==> config.mk <==
export PLATFORM = sky130hd
export DESIGN_NAME = im_dm_arbiter
export DESIGN_NICKNAME = d
export VERILOG_FILES = /design/src/rtl/im_dm_arb_pkg.sv /design/src/rtl/im_dm_starve_ctr.sv /design/src/rtl/im_dm_arbiter.sv
export SDC_FILE = /design/constraint.sdc
export NUM_CORES = 1
export LEC_CHECK = 0
export BUFFER_PORTS_ARGS = -buffer_cell sky130_fd_sc_hd__buf_2
export CORE_MARGIN = 2
export CORE_UTILIZATION = 47
export CTS_BUF_LIST = sky130_fd_sc_hd__clkbuf_8
export DETAILED_ROUTE_END_ITERATION = 8
export PLACE_DENSITY = 0.9
export SLEW_MARGIN = 10
export SYNTH_ARGS = -nofsm -noshare
export SYNTH_HDL_FRONTEND = slang
export SYNTH_SLANG_ARGS = --single-unit
==> constraint.sdc <==
create_clock -name clk -period 2.5 [get_ports clk]
set_input_delay 0.375 -clock clk [delete_from_list [all_inputs] [get_ports clk]]
set_output_delay 0.375 -clock clk [all_outputs]
set_load 0.05 [all_outputs]
==> src/rtl/im_dm_arb_pkg.sv <==
// Shared types and constants for the instruction/data memory arbiter.
// Holds the access-owner encoding, default widths and the simulation end marker.
package im_dm_arb_pkg;

  localparam int ADDR_W_DEF     = 14;
  localparam int DATA_W_DEF     = 32;
  localparam int STARVE_MAX_DEF = 4;

  typedef enum logic [1:0] {
    IDLE  = 2'd0,
    IF_RD = 2'd1,
    DM_RD = 2'd2
  } owner_t;

  localparam logic [13:0] SIM_END_ADDR = 14'h3FFF;
  localparam logic [31:0] SIM_END_CODE = 32'hFFFFFFFF;

endpackage

==> src/rtl/im_dm_starve_ctr.sv <==
// Saturating loss counter for the fetch port; at_max forces fetch to win.
// Clear takes priority over increment.
module im_dm_starve_ctr
  import im_dm_arb_pkg::*;
#(
  parameter int MAX = STARVE_MAX_DEF
) (
  input  logic clk,
  input  logic rst,
  input  logic i_inc,
  input  logic i_clr,
  output logic o_at_max
);

  localparam int CW = $clog2(MAX + 1);

  logic [CW-1:0] r_cnt;

  always_ff @(posedge clk or negedge rst) begin
    if (!rst) begin
      r_cnt <= '0;
    end else if (i_clr) begin
      r_cnt <= '0;
    end else if (i_inc && (r_cnt != CW'(MAX))) begin
      r_cnt <= r_cnt + 1'b1;
    end
  end

  assign o_at_max = (r_cnt == CW'(MAX));

endmodule

==> src/rtl/im_dm_arbiter.sv <==
// Shares one single-port byte-writable SRAM between instruction fetch and data memory.
// Optional macro IM_DM_SIM_END_DETECT_EN adds a sticky sim_done output.
module im_dm_arbiter
  import im_dm_arb_pkg::*;
#(
  parameter int ADDR_W     = ADDR_W_DEF,
  parameter int DATA_W     = DATA_W_DEF,
  parameter int STARVE_MAX = STARVE_MAX_DEF
) (
  input  logic                clk,
  input  logic                rst,
  input  logic                if_req,
  input  logic [ADDR_W-1:0]   if_addr,
  output logic                if_gnt,
  output logic                if_rvalid,
  output logic [DATA_W-1:0]   if_rdata,
  input  logic                dm_req,
  input  logic [DATA_W/8-1:0] dm_we,
  input  logic [ADDR_W-1:0]   dm_addr,
  input  logic [DATA_W-1:0]   dm_wdata,
  output logic                dm_gnt,
  output logic                dm_rvalid,
  output logic [DATA_W-1:0]   dm_rdata,
  output logic                mem_cs,
  output logic [DATA_W/8-1:0] mem_we,
  output logic [ADDR_W-1:0]   mem_addr,
  output logic [DATA_W-1:0]   mem_di,
`ifdef IM_DM_SIM_END_DETECT_EN
  input  logic [DATA_W-1:0]   mem_do,
  output logic                sim_done
`else
  input  logic [DATA_W-1:0]   mem_do
`endif
);

  localparam int BE_W = DATA_W / 8;

  owner_t            r_state;
  owner_t            w_state_next;
  logic              w_at_max;
  logic              w_if_win;
  logic              w_dm_win;
  logic [DATA_W-1:0] r_if_rdata;
  logic [DATA_W-1:0] r_dm_rdata;

  // Fetch wins alone or once it has lost STARVE_MAX times in a row.
  assign w_if_win = if_req && (!dm_req || w_at_max);
  assign w_dm_win = dm_req && !w_if_win;

  // Grants are suppressed while reset is held so the SRAM sees no access.
  assign if_gnt   = w_if_win && rst;
  assign dm_gnt   = w_dm_win && rst;
  assign mem_cs   = if_gnt || dm_gnt;
  assign mem_we   = dm_gnt ? dm_we : '0;
  assign mem_addr = w_dm_win ? dm_addr : if_addr;
  assign mem_di   = dm_wdata;

  im_dm_starve_ctr #(
    .MAX (STARVE_MAX)
  ) u_starve (
    .clk      (clk),
    .rst      (rst),
    .i_inc    (if_req && !if_gnt),
    .i_clr    (if_gnt || !if_req),
    .o_at_max (w_at_max)
  );

  always_ff @(posedge clk or negedge rst) begin
    if (!rst) begin
      r_state <= IDLE;
    end else begin
      r_state <= w_state_next;
    end
  end

  always_comb begin
    w_state_next = IDLE;
    if_rvalid    = 1'b0;
    dm_rvalid    = 1'b0;
    if_rdata     = r_if_rdata;
    dm_rdata     = r_dm_rdata;
    if (if_gnt) begin
      w_state_next = IF_RD;
    end else if (dm_gnt && (dm_we == '0)) begin
      w_state_next = DM_RD;
    end
    if (r_state == IF_RD) begin
      if_rvalid = 1'b1;
      if_rdata  = mem_do;
    end
    if (r_state == DM_RD) begin
      dm_rvalid = 1'b1;
      dm_rdata  = mem_do;
    end
  end

  // Capture returned words so rdata holds between reads.
  always_ff @(posedge clk or negedge rst) begin
    if (!rst) begin
      r_if_rdata <= '0;
      r_dm_rdata <= '0;
    end else begin
      if (r_state == IF_RD) r_if_rdata <= mem_do;
      if (r_state == DM_RD) r_dm_rdata <= mem_do;
    end
  end

`ifdef IM_DM_SIM_END_DETECT_EN
  logic r_sim_done;

  always_ff @(posedge clk or negedge rst) begin
    if (!rst) begin
      r_sim_done <= 1'b0;
    end else if (dm_gnt && (dm_we == {BE_W{1'b1}}) &&
                 (dm_addr == ADDR_W'(SIM_END_ADDR)) &&
                 (dm_wdata == DATA_W'(SIM_END_CODE))) begin
      r_sim_done <= 1'b1;
    end
  end

  assign sim_done = r_sim_done;
`endif

endmodule

==> reports/metrics.csv <==
stage;metric;value;unit
yosys;syn_area;3420;um2
outcome;status;complete, no violations;
global_route;grt_pass1_wl;12000;um
timing;fmax;0.419;GHz
pwr;power_density;924;nW/um2
clock_network;cts_resized;0;
clock_network;cts_buffers;9;
layout;n_fill_cell;563;
layout;antennaDiodeCount;0;
place;hpwl;6850;um
yosys;ys_seq_elements;69;
place;dpl_cell_area;4040;um2
worst_setup_path;cp_slowest_stage_delay;410;ps
yosys;ys_seq_area_share;50.4;%
job;cap_viol_max_count;0;
global_route;grt_usage;20.7;%
global_route;antenna_found_initial;0;
routing;avgRoutedWirePerCell;18.7;um
clock_network;cts_tree;built;
yosys;yosysWarningCount;0;
place;place_congestion;0.843;
timing;setup_violations;0;
routing;drt_wl_total;8540;um
timing;final-hold-violation-count;0;
layout;stdcell_count;456;
layout;multiInputGateArea;1340;um2
floorplan;start_util;48.0;%
worst_setup_path;slowest_stage;dfrtp_1;
worst_setup_path;crit_family;flip-flops;
timing;slew-limit-headroom;55.4;%
place;place_inst;439;
global_route;overflow;0;
floorplan;core;7140;um2
global_route;grt_pass1_vias;2204;
layout;drive_gt1_share;73.1;%
timing;finalMaxSlewViolations;0;
routing;vias_per_cell;4.81;
clock_network;cts_hold_buffers;1;
worst_setup_path;cp_num_buf_inv;2;
worst_setup_path;worst-setup-path-type;register to output pin;
pwr;vdd_drop_max;308;uV
timing;finalCriticalPeriod;2380;ps
clock_network;clk_latency;340;ps
floorplan;boundaryPins;219;
clock_network;htreeDepth;3;
pwr;p_total;3.91;mW
yosys;syn-num-nets;323;
worst_setup_path;required;2120;ps
yosys;synthCells;221;
routing;num_vias;2193;
floorplan;std_cell_rows;31;
yosys;synth_area_per_cell;15.5;um2
timing;setup_tns;0;ps
floorplan;dieArea;7990;um2
layout;area_growth;23.6;%
floorplan;die_h;89.4;um
routing;drc_errors;0;
worst_setup_path;worst_ep_arrival_time;2010;ps
timing;rsz0062_at_grt;no;
layout;seq_area;1730;um2
global_route;grt_max_degree;55;
pwr;p_leak;2.27;nW
floorplan;die_w;89.4;um
clock_network;clk_transition_reported_paths;80;ps
place;port_buffers;154;
timing;fin_crit_sh;95.4;%
worst_setup_path;cp-start-kind;register;
worst_setup_path;end_kind;output pin;
clock_network;root_buffer;clkbuf_8;
clock_network;clk_path_buf_depth;2;
timing;fin_worst_hold_slack;289;ps
routing;initialDrtViolationCount;55;
routing;first_pass_iters;4;
timing;clock_skew;10.1;ps
yosys;ys_types;22;
clock_network;cts.sinks;69;
routing;antenna_left;0;
worst_setup_path;cp_max_fo;14;
clock_network;postCtsSetupBuffers;0;
timing;worstMarginPinSlew;669;ps
layout;nNetsFinal;454;
min_path;min_path_type;primary input to register;
layout;design_area;4230;um2
worst_setup_path;worstPathCellList;inv_1 -> ha_1 -> nand3_4 -> nand2_4 -> mux2_2 -> buf_2;
## kinds of logic (layout without fill, tap and decap cells)
| group | after synthesis | count (layout) | synth area share, % |
|---|---|---|---|
| compound gates | 6 | 6 | 1.10 |
| fa+ha+maj | 2 | 2 | 0.731 |
| buf+inv | 45 | 181 | 10.7 |
| mux | 79 | 79 | 33.4 |
| flops | 69 | 69 | 50.4 |
| simple gates | 20 | 20 | 3.62 |
## stage by stage
step | worst slack, ps | util [%]
6_report | 116 | 59.3
5_1_grt | 18.0 | 59.3
4_1_cts | 85.0 | 59.3
3_5_place_dp | 467 | 56.6
3_3_place_gp | 538 | 56.6
2_1_floorplan | 371 | -
## path summary, 6_finish.rpt
path,from,end,cells after the start,slack [ps]
min in group asynchronous,rst,r_state[1]$_DFF_PN0_,2,480
min,mem_do[20],r_dm_rdata[20]$_DFF_PN0_,2,290
max in group asynchronous,rst,r_if_rdata[31]$_DFF_PN0_,3,1080
max,u_starve.r_cnt[0]$_DFFE_PN0P_,mem_addr[2],6,120
min reg2reg,r_if_rdata[23]$_DFF_PN0_,r_if_rdata[23]$_DFF_PN0_,1,490
max reg2reg,r_state[1]$_DFF_PN0_,r_if_rdata[5]$_DFF_PN0_,3,950
## cell usage in the layout, fill, tap and decap left out, drive strengths merged
cell type,instances
dlygate4sd3,1
nor2b,1
nor4,1
clkinvlp,2
nand2,8
dfrtp,69
buf,161
o211ai,1
and3,1
nand2b,2
or2,1
ha,2
o21a,1
a21oi,2
inv,4
and2,5
mux2,79
o22ai,2
clkinv,2
clkbuf,11
nand3,1
## where the power goes
| group | internal, mW | switching, mW | leakage [nW] |
|---|---|---|---|
| combinational | 0.514 | 1.17 | 1.36 |
| sequential | 1.33 | 0.0736 | 0.818 |
| clock | 0.414 | 0.412 | 0.0917 |
## state kept, by name, indices dropped and copies added, names as in the netlist
register and count:
r_dm_rdata 32, r_if_rdata 32, r_state 2, u_starve.r_cnt 3
## metal layers
metal  part of all wire [%]  track usage [%]  vias to the layer above
li1                       -                -                      982
met1                     35             22.9                     1064
met2                     52             35.6                      134
met3                     11             8.68                       13
met4                    1.9             7.33                        0
met5                      0                0                        -
## synth_stat cells
library cell	instances	area share (%)
o211ai_1	1	0.22
a21oi_1	2	0.29
mux2_4	68	30
nand2_4	1	0.33
buf_2	1	0.15
buf_4	32	7.0
nand2b_1	2	0.37
buf_6	8	2.6
ha_1	2	0.73
inv_1	3	0.33
nor4_1	1	0.18
dfrtp_1	69	50
buf_12	1	0.58
or2_2	1	0.18
o22ai_1	2	0.37
nand2_1	7	0.77
and3_1	1	0.18
mux2_2	11	3.6
nand3_4	1	0.51
nor2b_1	1	0.18
and2_1	5	0.91
o21a_1	1	0.22
## area by class of cell
cell class	instances	area share, %
flip-flops and latches	69	40.8
clock buffers	11	3.58
multi-input cells	107	31.7
clock inverters	5	0.798
inverters	3	0.266
repair buffers	162	20.0
well taps	99	2.93
No activity file was read; power rests on OpenSTA's default activity.
